--- src/rtl/handshake_pkg.sv ---
// Shared types and constants for the handshake transmit queue.
// The FSM encoding and counter widths live here so the top and bench agree on them.
package handshake_pkg;

    localparam int SENT_CNT_W = 16;

    typedef enum logic [1:0] {
        IDLE      = 2'd0,
        SEND      = 2'd1,
        WAIT_BUSY = 2'd2,
        WAIT_DONE = 2'd3
    } tx_state_t;

    // Width of a down-to-zero style counter that must hold values 0..limit-1.
    function automatic int cnt_width(input int limit);
        return (limit > 1) ? $clog2(limit) : 1;
    endfunction

endpackage

--- src/rtl/handshake_tx_queue_sync_fifo.sv ---
// Small synchronous FIFO with a show-ahead head word.
// full/empty/level decode the registered occupancy; a push while full is ignored.
module sync_fifo #(
    parameter int N     = 8,
    parameter int DEPTH = 4
) (
    input  logic                     clk1,
    input  logic                     reset_n,
    input  logic                     wr_en,
    input  logic [N-1:0]             wr_data,
    input  logic                     rd_en,
    output logic [N-1:0]             rd_data,
    output logic                     full,
    output logic                     empty,
    output logic [$clog2(DEPTH):0]   level
);

    localparam int AW = $clog2(DEPTH);
    localparam int LW = AW + 1;

    logic [N-1:0]    mem_q [DEPTH];
    logic [AW-1:0]   wr_ptr_q, wr_ptr_d;
    logic [AW-1:0]   rd_ptr_q, rd_ptr_d;
    logic [LW-1:0]   level_q, level_d;
    logic            push, pop;

    assign full    = (level_q == LW'(DEPTH));
    assign empty   = (level_q == '0);
    assign level   = level_q;
    assign rd_data = mem_q[rd_ptr_q];

    // NOTE: every signal assigned in always_comb gets a default first, so no path leaves it unassigned and no latch is inferred.
    always_comb begin
        push     = wr_en && !full;
        pop      = rd_en && !empty;
        wr_ptr_d = wr_ptr_q;
        rd_ptr_d = rd_ptr_q;
        level_d  = level_q;
        if (push) begin
            wr_ptr_d = wr_ptr_q + AW'(1);
        end
        if (pop) begin
            rd_ptr_d = rd_ptr_q + AW'(1);
        end
        case ({push, pop})
            2'b10:   level_d = level_q + LW'(1);
            2'b01:   level_d = level_q - LW'(1);
            default: level_d = level_q;
        endcase
    end

    // NOTE: sequential state uses non-blocking assignments so all flops update together from pre-edge values.
    always_ff @(posedge clk1 or negedge reset_n) begin
        if (!reset_n) begin
            wr_ptr_q <= '0;
            rd_ptr_q <= '0;
            level_q  <= '0;
        end else begin
            wr_ptr_q <= wr_ptr_d;
            rd_ptr_q <= rd_ptr_d;
            level_q  <= level_d;
        end
    end

    // NOTE: storage is not reset; emptiness is tracked by level, so stale words are never presented as valid.
    always_ff @(posedge clk1) begin
        if (push) begin
            mem_q[wr_ptr_q] <= wr_data;
        end
    end

endmodule

--- src/rtl/handshake_tx_queue.sv ---
// Queue in front of the four-phase handshake transmitter: buffers producer words and
// issues one per completed busy1 high->low cycle, flagging drops and unacknowledged words.
module handshake_tx_queue
    import handshake_pkg::*;
#(
    parameter int N           = 8,
    parameter int DEPTH       = 4,
    parameter int ACK_TIMEOUT = 16
) (
    input  logic                     clk1,
    input  logic                     reset_n,
    input  logic [N-1:0]             wr_data,
    input  logic                     wr_en,
    output logic                     full,
    output logic                     empty,
    output logic [$clog2(DEPTH):0]   level,
    output logic [N-1:0]             data1,
    output logic                     newdata1,
    input  logic                     busy1,
    output logic [SENT_CNT_W-1:0]    sent_cnt,
    output logic                     overflow,
    output logic                     timeout
);

    localparam int TW = cnt_width(ACK_TIMEOUT);
    localparam logic [TW-1:0] TIMER_LAST = TW'(ACK_TIMEOUT - 1);

    tx_state_t               state_q, state_d;
    logic [N-1:0]            data1_q, data1_d;
    logic                    newdata1_q, newdata1_d;
    logic [TW-1:0]           timer_q, timer_d;
    logic [SENT_CNT_W-1:0]   sent_cnt_q, sent_cnt_d;
    logic                    overflow_q, overflow_d;
    logic                    timeout_q, timeout_d;

    logic                    pop;
    logic [N-1:0]            head;
    logic                    fifo_full, fifo_empty;

    sync_fifo #(
        .N     (N),
        .DEPTH (DEPTH)
    ) u_fifo (
        .clk1    (clk1),
        .reset_n (reset_n),
        .wr_en   (wr_en),
        .wr_data (wr_data),
        .rd_en   (pop),
        .rd_data (head),
        .full    (fifo_full),
        .empty   (fifo_empty),
        .level   (level)
    );

    assign full     = fifo_full;
    assign empty    = fifo_empty;
    assign data1    = data1_q;
    assign newdata1 = newdata1_q;
    assign sent_cnt = sent_cnt_q;
    assign overflow = overflow_q;
    assign timeout  = timeout_q;

    always_ff @(posedge clk1 or negedge reset_n) begin
        if (!reset_n) begin
            state_q    <= IDLE;
            data1_q    <= '0;
            newdata1_q <= 1'b0;
            timer_q    <= '0;
            sent_cnt_q <= '0;
            overflow_q <= 1'b0;
            timeout_q  <= 1'b0;
        end else begin
            state_q    <= state_d;
            data1_q    <= data1_d;
            newdata1_q <= newdata1_d;
            timer_q    <= timer_d;
            sent_cnt_q <= sent_cnt_d;
            overflow_q <= overflow_d;
            timeout_q  <= timeout_d;
        end
    end

    // A busy1 already high in IDLE belongs to someone else's transfer; wait it out.
    always_comb begin
        state_d = state_q;
        case (state_q)
            IDLE:      if (!fifo_empty && !busy1) state_d = SEND;
            SEND:      state_d = WAIT_BUSY;
            WAIT_BUSY: begin
                if (busy1) begin
                    state_d = WAIT_DONE;
                end else if (timer_q == TIMER_LAST) begin
                    state_d = IDLE;
                end
            end
            WAIT_DONE: if (!busy1) state_d = IDLE;
            default:   state_d = IDLE;
        endcase
    end

    always_comb begin
        pop        = 1'b0;
        data1_d    = data1_q;
        newdata1_d = 1'b0;
        timer_d    = timer_q;
        sent_cnt_d = sent_cnt_q;
        timeout_d  = timeout_q;
        // full is the pre-edge value, so a push on the pop cycle of a full queue is still dropped.
        overflow_d = overflow_q | (wr_en & fifo_full);
        case (state_q)
            IDLE: begin
                if (!fifo_empty && !busy1) begin
                    pop        = 1'b1;
                    data1_d    = head;
                    newdata1_d = 1'b1;
                end
            end
            SEND: begin
                timer_d = '0;
            end
            WAIT_BUSY: begin
                if (!busy1) begin
                    timer_d = timer_q + TW'(1);
                    if (timer_q == TIMER_LAST) begin
                        timeout_d = 1'b1;
                    end
                end
            end
            WAIT_DONE: begin
                if (!busy1) begin
                    sent_cnt_d = sent_cnt_q + SENT_CNT_W'(1);
                end
            end
            default: ;
        endcase
    end

endmodule

--- config.mk ---
export PLATFORM = sky130hd
export DESIGN_NAME = handshake_tx_queue
export DESIGN_NICKNAME = d
export VERILOG_FILES = /design/src/rtl/handshake_pkg.sv /design/src/rtl/handshake_tx_queue_sync_fifo.sv /design/src/rtl/handshake_tx_queue.sv
export SDC_FILE = /design/constraint.sdc
export NUM_CORES = 1
export LEC_CHECK = 0
export BUFFER_PORTS_ARGS = -buffer_cell sky130_fd_sc_hd__buf_4
export CORE_UTILIZATION = 48
export CTS_CLUSTER_SIZE = 28
export DETAILED_ROUTE_END_ITERATION = 10
export GPL_ROUTABILITY_DRIVEN = 1
export PLACE_DENSITY = 0.76
export SETUP_SLACK_MARGIN = 0.02
export SYNTH_ARGS = -nofsm -noshare
export SYNTH_HDL_FRONTEND = slang
export SYNTH_SLANG_ARGS = --single-unit
--- constraint.sdc ---
create_clock -name clk1 -period 3.06 [get_ports clk1]
set_input_delay 0.306 -clock clk1 [delete_from_list [all_inputs] [get_ports clk1]]
set_output_delay 0.306 -clock clk1 [all_outputs]
set_load 0.05 [all_outputs]
* After elaboration in Yosys (flattened, before gate mapping)
Memories as Yosys holds them, arrays and structs flattened. A register that Yosys moved wholly into a read port is not among the register bits.
Cells that the tools add are included.
** Storage, ports and cells
- Output and inout bits :: 32
- Memories :: 1
- Flip-flop bits (word level) :: 32
- Memory bits (writable) :: 32
- Bits of input ports :: 12
** Memory list
- u_fifo.mem_q :: words 4, bits a word 8, rd ports 1, clocked after Yosys merged registers in 1, write ports 1, line handshake_tx_queue_sync_fifo.sv:21 : logic [N-1:0] mem_q [DEPTH];
** Cells by class
- Bitwise logic cells :: 3
- Multiplexer cells :: 12
- Reductions and logical operators :: 16
- Equal/unequal tests :: 11
- Add/subtract/negate cells :: 6
** Operators by type and width (count)
- 16-bit by 1-bit adder with 16-bit output (second input constant) :: 1
- 2-bit two-way mux :: 4
- 2-bit case mux with 4 select lines :: 1
- 4-bit case mux with 2 select lines :: 1
- 2-bit equality test (second input constant) :: 3
- 2-bit inequality test (second input constant) :: 3
- 3-bit case mux with 2 select lines :: 1
- 2-bit AND reduction :: 3
- 3-bit AND reduction :: 2
- 2-bit by 1-bit adder with 2-bit output (second input constant) :: 2
- 4-bit by 1-bit adder with 4-bit output (second input constant) :: 1
- 2-bit by 1-bit equality test with 1-bit output (second input constant) :: 2
- 4-bit equality test (second input constant) :: 1
- 1-bit logical NOT :: 4
- 1-bit two-way mux :: 4
- 4-bit two-way mux :: 1
- 2-bit nonzero test :: 2
- 3-bit by 1-bit adder with 3-bit output (second input constant) :: 1
- 3-bit equality test (second input constant) :: 1
- 1-bit logical AND :: 3
- 3-bit logical NOT :: 1
- 3-bit inequality test (second input constant) :: 1
- 3-bit by 1-bit subtractor with 3-bit output (second input constant) :: 1
- 2-bit logical NOT :: 1
- other kinds (3) :: 3

* Logic depth before layout (Yosys ltp)
Gate-level depths: netlist (run 1).
- Depth in word-level cells :: 8
- Gate-level depth with buffers :: 10

* By module
Synthesis (run 1) repeated with hierarchy kept, for this count alone.
** Unflattened totals
- Cell total of the unflattened synthesis :: 195
- Area total of the unflattened synthesis :: 3062.9 um^2
** Modules (own cells, without submodules)
- sync_fifo :: area an instance 1592.8 um^2, instances 1, seq. area each 1136.1 um^2, cells an instance 79
- handshake_tx_queue :: area an instance 1470.2 um^2, instances 1, seq. area each 825.8 um^2, cells an instance 116

* Worst setup path before layout (run 1)
Ideal clock, no wire load.
- Kind :: reg-to-reg
- Start point :: register u_fifo.level_q[0] (netlist: u_fifo.level[0])
- End point :: register u_fifo.level_q[2] (netlist: u_fifo.level[2])
- Setup slack :: -45 ps
- Period minus slack after synthesis :: 3105 ps
- Setup time :: 145 ps
- Cell stages (with the launch flop) :: 10
- Arrival time :: 2960 ps
- Cells stage by stage :: dfrtp_1 > nor3_1 > or4_4 > inv_6 > ha_1 > inv_1 > fa_1 > xor2_1 > nor2_1 > xor2_1
** On the way
- Cells in the longest elaborated chain, start to end :: 8
- Elaborated cells between the ends (all ways) :: 15
- Classes of those cells :: add/sub (2); eq/ne (3); mux (3); reduce/logical (7)
** RTL lines
- start: declaration :: line handshake_tx_queue_sync_fifo.sv:24 : logic [LW-1:0] level_q, level_d;
- start signal: assignment :: line handshake_tx_queue_sync_fifo.sv:61 : level_q <= level_d;
- 3-bit logical NOT * :: line handshake_tx_queue_sync_fifo.sv:28 : assign empty = (level_q == '0);
- named net empty :: line handshake_tx_queue.sv:15 : output logic empty,
- 1-bit logical NOT * :: line handshake_tx_queue_sync_fifo.sv:35, handshake_tx_queue.sv:112
- 1-bit logical AND :: line handshake_tx_queue.sv:112 : if (!fifo_empty && !busy1) begin
- 1-bit two-way mux :: line handshake_tx_queue.sv:112
- 1-bit two-way mux :: line handshake_tx_queue.sv:110 : case (state_q)
- 1-bit logical AND * :: line handshake_tx_queue_sync_fifo.sv:35 : pop = rd_en && !empty;
- named net u_fifo.pop :: line handshake_tx_queue_sync_fifo.sv:25 : logic push, pop;
- 2-bit by 1-bit equality test with 1-bit output / 2-bit equality test (equally long branches) :: line handshake_tx_queue_sync_fifo.sv:45 : case ({push, pop})
- 3-bit case mux with 2 select lines / 2-bit nonzero test (equally long branches)
The timed path passes the listed nets; every way through them passes the cells marked *.
A chain may end at the register's enable or synchronous reset.

* Worst setup path in the final report (run 1)
- Start point :: register state_q[1]
- End point :: register u_fifo.level_q[2] (netlist: u_fifo.level[2])
** On the way
- Cells in the longest elaborated chain, start to end :: 5
- Elaborated cells between the ends (all ways) :: 7
- Classes of those cells :: eq/ne (2); mux (2); reduce/logical (3)
** RTL lines
- start: declaration :: line handshake_tx_queue.sv:28 : tx_state_t state_q, state_d;
- start signal: assignment :: line handshake_tx_queue.sv:73 : state_q <= state_d;
- 2-bit logical NOT * :: line handshake_tx_queue.sv:110
- 1-bit two-way mux * :: line handshake_tx_queue.sv:110
- 1-bit logical AND * :: line handshake_tx_queue_sync_fifo.sv:35
- named net u_fifo.pop :: line handshake_tx_queue_sync_fifo.sv:25
- 2-bit by 1-bit equality test with 1-bit output / 2-bit equality test (equally long branches) :: line handshake_tx_queue_sync_fifo.sv:45
- 3-bit case mux with 2 select lines / 2-bit nonzero test (equally long branches)
Marks and branches as above.

==> flow_metrics.py, run 1 <==
metrics = {
    "sta": {
        "rsz0062_at_grt": "no",
        "fin_crit_ns": 2.429,
        "tightest_slew_ns": 0.6500,
        "maxSlewHeadroom_pct": 56.66,
        "max_freq_mhz": 411.7,
        "tns_ns": 0,
        "slew_violations": 0,
        "period_share_pct": 79.39,
        "finalSetupViolCount": 0,
        "fin_worst_skew_ns": 0.01096,
        "report.final.hold_viol_count": 0,
    },
    "grt": {
        "grt_pass1_vias": 1780,
        "grt_pass1_wl_mm": 8.431,
        "track_usage_pct": 17.91,
        "grt_overflow": 0,
        "grt_max_degree": 41,
        "antenna_found_initial": 0,
    },
    "power_and_ir_drop": {
        "power.leakage_nw": 1.611,
        "power_density_nw_per_um2": 965.4,
        "finalPower_w": 0.003519,
        "ir_worst_vdd_mv": 0.5730,
    },
    "clocking": {
        "cts_sinks": 72,
        "cts.path.max_buffers": 2,
        "cts_root_buffer": "clkbuf_8",
        "clkTransAtPathRegs_ns": 0.09,
        "cts_tree": "built",
        "numCtsBuffers": 9,
        "h-tree-depth": 3,
        "clkLatencyLatePin_ns": 0.35,
        "ctsResizeCount": 0,
    },
    "cells_and_area": {
        "area_delta_synth_final_pct": 17.94,
        "fill_cells": 487,
        "diodes": 0,
        "nets": 283,
        "design_area_sq_um": 3645,
        "layout-drive-gt1-share_pct": 30.97,
        "seq_area_sq_um": 1962,
        "utilization_pct": 60.14,
        "multiInputGateArea_sq_um": 1025,
    },
    "setup_path": {
        "cp_slowest_cell": "or4_4",
        "critPathMaxStageDelay_ns": 0.68,
        "path_max_fanout": 12,
        "crit_end": "u_fifo.level[2]$_DFFE_PN0P_",
        "crit_top_cell": "xor2_1",
        "cp_cell_sequence": "or4_4 > inv_6 > ha_1 > inv_1 > fa_1 > xor2_1 > nor2_1 > xor2_1",
        "worstPathRequired_ns": 3.33,
        "endpoint_kind": "flip-flop",
        "critPathLaunch": "state_q[1]$_DFFE_PN0P_",
        "r2r_setup_slack_ns": 0.63,
        "r2r-start": "state_q[1]$_DFFE_PN0P_",
        "cp-start-kind": "flip-flop",
        "r2r-end": "u_fifo.level[2]$_DFFE_PN0P_",
        "worstPathArrival_ns": 2.70,
        "ff2ff_path_depth": 8,
        "critPathKind": "reg -> reg",
    },
    "floorplan": {
        "die_h_microns": 82.24,
        "initial_core_util_pct": 50.99,
        "die_w_microns": 82.24,
        "io_pins": 44,
        "row_count": 28,
        "fp.coreArea_sq_um": 6061,
        "die-area_sq_um": 6763,
    },
    "placed_design": {
        "hpwl_mm": 3.678,
        "gp_congestion": 0.7229,
        "port_buffers": 43,
        "place_area_sq_um": 3450,
    },
    "drt": {
        "vias": 1784,
        "drtAntennaViolNets": 0,
        "drc": 0,
        "dr.pass1.iters": 4,
        "routed_wl_mm": 5.249,
        "drt-initial-drc-count": 91,
        "wl_per_cell_microns": 15.30,
        "vias_per_cell": 5.201,
    },
    "logic_synthesis": {
        "syn_area_sq_um": 3090,
        "yosysSeqAreaShare_pct": 63.48,
        "ys_seq_elements": 72,
        "synth-main-ff-cell": "dfrtp_1",
        "synthCells": 214,
        "ys_warn_count": 0,
        "synth.avg_cell_area_sq_um": 14.44,
        "synth-edff-count": 32,
        "synthesis.nets": 234,
        "synthArstFlopShare_pct": 55.56,
        "synthDistinctLibCells": 37,
    },
    "min_path": {
        "hold_path_class": "in -> reg",
        "min_path_cells": 1,
    },
    "outcome": {
        "status": "complete, no violations",
    },
    "flow_run": {
        "maxCapViolations": 0,
    },
}
-- worst min-delay path by stage --
stage	start	endpoint	slack (ns)
2_1_floorplan	reset_n	data1[0]$_DFFE_PN0N_	0.01
3_3_place_gp	reset_n	sent_cnt[5]$_DFFE_PN0P_	0.31
3_5_place_dp	reset_n	sent_cnt[5]$_DFFE_PN0P_	0.32
4_1_cts	wr_data[2]	u_fifo.mem_q[3][2]$_DFFE_PP_	0.13
5_1_grt	wr_data[1]	u_fifo.mem_q[2][1]$_DFFE_PP_	0.13
6_report	wr_data[1]	u_fifo.mem_q[2][1]$_DFFE_PP_	0.14
-- cells by family (layout without fill, tap and decap cells) --
logic type,count (synthesis),count (layout),synth area share [%]
buf+inv,17,71,3.522
xor+xnor,21,21,6.194
mux,12,12,7.206
flops,72,72,63.48
compound gates,14,14,2.996
fa+ha+maj,8,8,3.482
simple gates,70,70,13.12
-- routing by layer --
layer  global-route usage, %  wire, microns  vias to the layer above
met3                   6.374            323                       10
met5                       0              0                        -
met2                   27.69           2476                       47
li1                        -              -                      851
met1                   22.31           2344                      876
met4                   8.947            104                        0
-- sequential cells by signal (all words and copies together) (netlist names) --
register / count
data1: 8
overflow: 1
sent_cnt: 16
timer_q: 4
u_fifo.mem_q: 32
u_fifo.level: 3
timeout: 1
state_q: 2
newdata1: 1
u_fifo.wr_ptr_q: 2
u_fifo.rd_ptr_q: 2
-- where the power goes --
group	switching [W]	internal, W	leakage, nW
Combinational	0.000797	0.000475	0.728
Sequential	0.000268	0.00128	0.794
Clock	0.000393	0.000309	0.0888
-- final cells by class --
class	count	share of cell area [%]
repair buffers	44	9.131
clock buffers	9	3.399
inverters	11	1.270
clock inverters	7	1.682
well taps	75	2.575
flip-flops and latches	72	53.83
multi-input cells	125	28.12
-- timing repair --
| item | in CTS | in global routing |
|---|---|---|
| setup buffers | 0 | 0 |
| hold buffers | 1 | 0 |
| endpoints found under the hold margin | 40 | 0 |
-- per-stage QoR --
| stage | setup WS, ns | hold WS [ns] | instances |
|---|---|---|---|
| 5_1_grt | 0.4814 | 0.1306 | 343 |
| 6_report | 0.6308 | 0.1449 | 343 |
| 4_1_cts | 0.6155 | 0.1310 | 343 |
| 2_1_floorplan | 0.4392 | 0.01041 | 214 |
| 3_5_place_dp | 0.6572 | 0.3200 | 326 |
| 3_3_place_gp | 0.7117 | 0.3096 | 326 |
-- placed cells by master, fill, tap and decap left out, types with 2 or more instances in the layout --
master | Yosys | layout
dfrtp_1 | 40 | 40
and3_1 | 3 | 3
inv_1 | 10 | 10
mux2_2 | 2 | 2
xnor2_1 | 10 | 10
clkbuf_8 | 1 | 9
nor3_2 | 3 | 4
a21oi_1 | 2 | 2
nand4_1 | 2 | 2
edfxtp_1 | 32 | 32
inv_6 | 1 | 4
xor2_1 | 10 | 10
mux4_2 | 8 | 8
nor3_1 | 4 | 3
nand3_1 | 5 | 5
nand2_1 | 32 | 32
o211ai_1 | 3 | 3
ha_1 | 7 | 7
and2_1 | 4 | 4
clkinvlp_4 | 0 | 2
buf_4 | 0 | 43
mux2i_1 | 2 | 2
a31o_2 | 2 | 2
nor2_1 | 7 | 7
a22oi_1 | 2 | 2
nand4_4 | 2 | 2
o21ai_0 | 4 | 4
nor2b_1 | 2 | 2
-- worst max-delay path, delay by kind of cell, from the launching register on --
family / cells / cell delay (ns)
adders and majority gates: 2 / 0.57
DFF: 1 / 0.48
xor gates and xnor gates: 2 / 0.30
buffers and inverters: 2 / 0.20
and+or+nand+nor: 2 / 0.80
-- cells in the mapped netlist, types with 2 or more instances --
master | number | area [sq um]
dfrtp_1 | 40 | 1001
edfxtp_1 | 32 | 960.9
nand2_1 | 32 | 120.1
inv_1 | 10 | 37.54
xnor2_1 | 10 | 87.58
xor2_1 | 10 | 87.58
mux4_2 | 8 | 180.2
ha_1 | 7 | 87.58
nor2_1 | 7 | 26.28
nand3_1 | 5 | 25.02
and2_1 | 4 | 25.02
buf_6 | 4 | 45.04
nor3_1 | 4 | 20.02
o21ai_0 | 4 | 20.02
and3_1 | 3 | 18.77
nor3_2 | 3 | 30.03
o211ai_1 | 3 | 22.52
a21oi_1 | 2 | 10.01
a22oi_1 | 2 | 15.01
a31o_2 | 2 | 17.52
mux2_2 | 2 | 22.52
mux2i_1 | 2 | 20.02
nand4_1 | 2 | 12.51
nand4_4 | 2 | 42.54
nor2b_1 | 2 | 12.51
Power figures use the tool's default switching activity.
==> inputs of run 2 (changes only) <==
Clock period 3.06 ns to 2.35 ns, I/O delays scaled along.
==> run 2 against run 1 <==
  * Combinational power is 35% higher
  * Non-clock buffer count is 4 higher
  * Hold slack worse by 0.054 ns
  * Critical path type unchanged
  * Highest routed layer unchanged
==> flow_metrics.py, run 2 (synthesis gave the netlist of run 1 again) <==
metrics = {
    "outcome": {
        "status": "complete, no violations",
    },
    "cells_and_area": {
        "nets": 287,
        "largest_reg_flops": 32,
        "area_delta_synth_final_pct": 19.64,
        "diodes": 0,
        "fill_cells": 471,
        "final_cell_mix": "buf_4 (47), dfrtp_1 (37), nand2_1 (32), edfxtp_1 (32)",
        "layout-drive-gt1-share_pct": 34.19,
        "largest_register": "u_fifo.mem_q",
        "final_common_cell": "buf_4",
    },
    "setup_path": {
        "critPathBufInv": 2,
        "cp_slowest_cell": "or4_4",
        "worstPathArrival_ns": 2.44,
        "crit_top_cell": "xor2_1",
        "cp-start-kind": "flip-flop",
        "critPathTopFamily": "simple AND/OR/NAND/NOR gates",
        "critPathKind": "reg -> reg",
        "endpoint_kind": "flip-flop",
        "worstPathRequired_ns": 2.61,
        "cp_cell_sequence": "nor3_4 > or4_4 > inv_6 > ha_4 > inv_1 > fa_2 > xor2_1 > nor2_1 > xor2_1",
        "critPathMaxStageDelay_ns": 0.52,
        "path_max_fanout": 10,
    },
    "drt": {
        "vias_per_cell": 5.144,
        "vias": 1785,
        "routed_wl_mm": 5.111,
        "wl_per_cell_microns": 14.73,
        "drc": 0,
        "dr.pass1.iters": 4,
        "drt-initial-drc-count": 60,
        "drtAntennaViolNets": 0,
    },
    "clocking": {
        "ctsResizeCount": 0,
        "cts_tree": "built",
        "clkLatencyLatePin_ns": 0.34,
        "cts.path.max_buffers": 2,
        "cts_setup_buffers": 0,
        "clkTransAtPathRegs_ns": 0.08,
        "h-tree-depth": 3,
        "cts_root_buffer": "clkbuf_8",
        "numCtsBuffers": 9,
        "cts_sinks": 72,
    },
    "placed_design": {
        "gp_congestion": 0.7166,
        "hpwl_mm": 3.538,
        "port_buffers": 43,
        "pre_cts_slack_ns": 0.1733,
    },
    "grt": {
        "grt_overflow": 0,
        "antenna_found_initial": 0,
        "grt_pass1_wl_mm": 8.286,
        "track_usage_pct": 17.39,
        "grt_pass1_vias": 1749,
        "grt_max_degree": 41,
    },
    "floorplan": {
        "die-area_sq_um": 6763,
        "row_count": 28,
        "die_w_microns": 82.24,
        "die_h_microns": 82.24,
        "io_pins": 44,
        "fp.coreArea_sq_um": 6061,
        "initial_core_util_pct": 50.99,
    },
    "sta": {
        "max_freq_mhz": 459.4,
        "tightest_slew_ns": 0.6267,
        "rsz0062_at_grt": "no",
        "finalSetupViolCount": 0,
        "fin_ws_ns": 0.1735,
        "maxSlewHeadroom_pct": 58.22,
        "fin_crit_ns": 2.177,
        "period_share_pct": 92.62,
        "slew_violations": 0,
        "tns_ns": 0,
        "report.final.hold_viol_count": 0,
        "fin_worst_skew_ns": 0.005437,
    },
    "power_and_ir_drop": {
        "power_density_nw_per_um2": 1241,
        "power.leakage_nw": 1.631,
        "ir_worst_vdd_mv": 0.6995,
    },
    "min_path": {
        "hold_path_class": "in -> reg",
    },
    "flow_run": {
        "maxCapViolations": 0,
    },
}
-- run 2: changes by cell type in the layout (fill, tap and decap cells not counted), moves of 2 or more --
cell | before | now
inv_6 | 4 | 2
dfrtp_2 | 0 | 3
clkinv_2 | 0 | 2
dfrtp_1 | 40 | 37
buf_4 | 43 | 47
-- run 2: stage by stage --
stage / cell area, sq um / std cells / utilization [%] / hold slack (ns) / total power (W)
2_1_floorplan: 3122 / 214 / - / -0.06059 / 0.003285
6_report: 3697 / 347 / 61.00 / 0.09079 / 0.004587
3_3_place_gp: 3506 / 330 / 57.84 / 0.2564 / 0.003701
3_5_place_dp: 3506 / 330 / 57.84 / 0.2577 / 0.003754
4_1_cts: 3697 / 347 / 61.00 / 0.07719 / 0.004646
5_1_grt: 3697 / 347 / 61.00 / 0.07695 / 0.004857
-- run 2: final cells by class --
| class | count | area (sq um) | share of cell area (%) |
|---|---|---|---|
| clock buffer | 10 | 137.6 | 3.723 |
| clock inverter | 6 | 43.79 | 1.184 |
| inverter | 11 | 46.29 | 1.252 |
| multi-input combinational | 125 | 1047 | 28.32 |
| sequential | 72 | 1966 | 53.16 |
| tap | 75 | 93.84 | 2.538 |
| timing repair buffer | 48 | 362.8 | 9.814 |
-- run 2: worst reg2reg max path: cells and delay by family, from the launching register on --
family	cells	cell delay [ns]
XOR/XNOR	2	0.30
flip-flops	1	0.42
adder cells (fa/ha/maj)	2	0.48
AND/OR/NAND/NOR	3	0.72
buffers and inverters	2	0.18
-- run 2: layer usage --
metal / vias up / share of wire, % / GRT usage [%]
met5: - / 0 / 0
met4: 0 / 1.4 / 7.895
met3: 9 / 6.2 / 6.374
met2: 42 / 49 / 28.60
met1: 873 / 43 / 20.29
li1: 861 / - / -
-- run 2: timing repair --
action,4_1_cts,5_1_grt
endpoints found under the setup margin,0,0
hold buffers,1,0
hold endpoints to repair,40,0
-- run 2: final timing paths --
check	start	to	slack, ns	cells after the start
max in group asynchronous	reset_n	u_fifo.level[1]$_DFFE_PN0P_	1.54	2
max reg2reg	u_fifo.level[2]$_DFFE_PN0P_	u_fifo.level[2]$_DFFE_PN0P_	0.17	9
min in group asynchronous	reset_n	newdata1$_DFF_PN0_	0.41	2
min reg2reg	overflow$_DFF_PN0_	overflow$_DFF_PN0_	0.46	1
max	u_fifo.level[2]$_DFFE_PN0P_	u_fifo.level[2]$_DFFE_PN0P_	0.17	9
min	wr_data[4]	u_fifo.mem_q[2][4]$_DFFE_PP_	0.09	1
-- run 2: power breakdown --
part           switching [W]  internal [W]
sequential          0.000327       0.00167
clock               0.000470      0.000415
combinational        0.00105      0.000659
==> inputs of run 3 (changes only) <==
Settings changed: HOLD_SLACK_MARGIN from default to 0.1.
==> run 3 against run 2 <==
  * Fmax down 0.11%
  * Global-route usage grew 0.63 points
  * Wire length grew 3.5%
  * Critical path depth unchanged
  * Hold slack better by 0.074 ns
  * Setup slack got worse by 0.0023 ns
  * Sequential power about the same
  * Via count increased by 2.5%
  * Register-to-register slack is essentially flat
  * Total power is 0.27% higher
  * Critical path type unchanged
  * Largest cell class unchanged
  * Highest routed layer unchanged
==> flow_metrics.py, run 3 (synthesis gave the netlist of run 1 again) <==
metrics = {
    "grt": {
        "grt_pass1_wl_mm": 8.597,
        "track_usage_pct": 18.02,
        "grt_overflow": 0,
        "grt_pass1_vias": 1825,
        "grt_max_degree": 41,
        "antenna_found_initial": 0,
    },
    "cells_and_area": {
        "largest_reg_flops": 32,
        "nets": 296,
        "final_cell_mix": "buf_4 (47), dfrtp_1 (37), nand2_1 (32), edfxtp_1 (32)",
        "final_common_cell": "buf_4",
        "largest_register": "u_fifo.mem_q",
        "utilization_pct": 62.49,
        "layout-drive-gt1-share_pct": 33.10,
        "diodes": 0,
        "multiInputGateArea_sq_um": 1047,
        "fin_cells": 356,
        "fill_cells": 467,
        "area_delta_synth_final_pct": 22.55,
        "seq_area_sq_um": 1966,
    },
    "setup_path": {
        "cp-start-kind": "flip-flop",
        "crit_cells": 9,
        "worstPathRequired_ns": 2.62,
        "cp_slowest_cell": "or4_4",
        "critPathLaunch": "u_fifo.level[2]$_DFFE_PN0P_",
        "worstPathArrival_ns": 2.44,
        "critPathKind": "reg -> reg",
        "crit_top_cell": "xor2_1",
        "endpoint_kind": "flip-flop",
        "r2r-start": "u_fifo.level[2]$_DFFE_PN0P_",
        "ff2ff_path_depth": 9,
        "critPathBufInv": 2,
        "path_max_fanout": 10,
        "critPathTopFamily": "simple AND/OR/NAND/NOR gates",
        "critPathMaxStageDelay_ns": 0.52,
        "cp_cell_sequence": "nor3_4 > or4_4 > inv_6 > ha_4 > inv_1 > fa_2 > xor2_1 > nor2_1 > xor2_1",
    },
    "floorplan": {
        "die_w_microns": 82.24,
        "die_h_microns": 82.24,
        "initial_core_util_pct": 50.99,
        "row_count": 28,
        "die-area_sq_um": 6763,
        "fp.coreArea_sq_um": 6061,
        "io_pins": 44,
    },
    "outcome": {
        "status": "complete, no violations",
    },
    "placed_design": {
        "port_buffers": 43,
        "hpwl_mm": 3.538,
        "pre_cts_slack_ns": 0.1733,
        "dp_cells": 330,
        "gp_congestion": 0.7166,
    },
    "sta": {
        "period_share_pct": 92.72,
        "fin_worst_skew_ns": 0.006165,
        "tightest_slew_ns": 0.6398,
        "maxSlewHeadroom_pct": 57.35,
        "report.final.hold_viol_count": 0,
        "max_freq_mhz": 458.9,
        "slew_violations": 0,
        "finalSetupViolCount": 0,
        "fin_crit_ns": 2.179,
        "fin_ws_ns": 0.1711,
        "rsz0062_at_grt": "no",
        "tns_ns": 0,
    },
    "drt": {
        "dr.pass1.iters": 4,
        "drt-initial-drc-count": 66,
        "vias": 1830,
        "drtAntennaViolNets": 0,
        "routed_wl_mm": 5.289,
        "vias_per_cell": 5.140,
        "wl_per_cell_microns": 14.86,
        "drc": 0,
    },
    "clocking": {
        "cts_root_buffer": "clkbuf_8",
        "h-tree-depth": 3,
        "numCtsBuffers": 9,
        "cts_sinks": 72,
        "clkLatencyLatePin_ns": 0.34,
        "cts.path.max_buffers": 2,
        "clkTransAtPathRegs_ns": 0.07,
        "cts_tree": "built",
        "cts_setup_buffers": 0,
    },
    "min_path": {
        "hold_path_class": "in -> reg",
        "min_path_cells": 3,
        "min-delay-start": "busy1",
    },
    "flow_run": {
        "maxCapViolations": 0,
    },
    "power_and_ir_drop": {
        "power.leakage_nw": 1.668,
        "ir_worst_vdd_mv": 0.6999,
        "power_density_nw_per_um2": 1214,
    },
}
[run 3: layout make-up]
type | count | area share, %
repair buffers | 57 | 11.96
multi-input cells | 125 | 27.65
clock buffers | 10 | 3.634
well taps | 75 | 2.478
clock inverters | 6 | 1.156
flip-flops and latches | 72 | 51.90
inverters | 11 | 1.222
[run 3: what timing repair did]
action / CTS / global route
setup endpoints to repair: 0 / 0
gates resized for setup: 0 / 0
hold endpoints to repair: 73 / 0
hold buffers: 10 / 0
[run 3: routing by layer]
layer	vias to the layer above	track usage [%]	share of wire, %	wire (microns)
met5	-	0	0	0
met4	0	8.596	1.6	87
met3	10	6.154	5.6	298
met2	41	30.00	49	2612
met1	900	20.82	43	2290
li1	879	-	-	-
[run 3: per-stage QoR]
stage | total power, W | hold WS [ns] | area (sq um)
floorplan | 0.003285 | -0.06059 | 3122
global placement | 0.003701 | 0.2564 | 3506
detailed placement | 0.003754 | 0.2577 | 3506
CTS | 0.004658 | 0.1443 | 3787
global route | 0.004873 | 0.1893 | 3787
finish | 0.004599 | 0.1648 | 3787
[run 3: path summary, 6_finish.rpt]
kind                                          endpoint  slack, ns
min in group asynchronous           newdata1$_DFF_PN0_       0.41
hold reg to reg                     overflow$_DFF_PN0_       0.46
setup / recovery           u_fifo.level[2]$_DFFE_PN0P_       0.17
max in group asynchronous  u_fifo.level[1]$_DFFE_PN0P_       1.54
setup reg to reg           u_fifo.level[2]$_DFFE_PN0P_       0.17
hold / removal                  state_q[0]$_DFFE_PN0P_       0.16
[run 3: power by group]
group / switching, W / internal, W
sequential: 0.000328 / 0.00167
clock: 0.000470 / 0.000415
combinational: 0.00105 / 0.000668
[run 3: tightest hold or removal path, cell delays in order]
cell,delay [ns]
buf_4,0.13
nand2_1,0.06
nand2_1,0.05
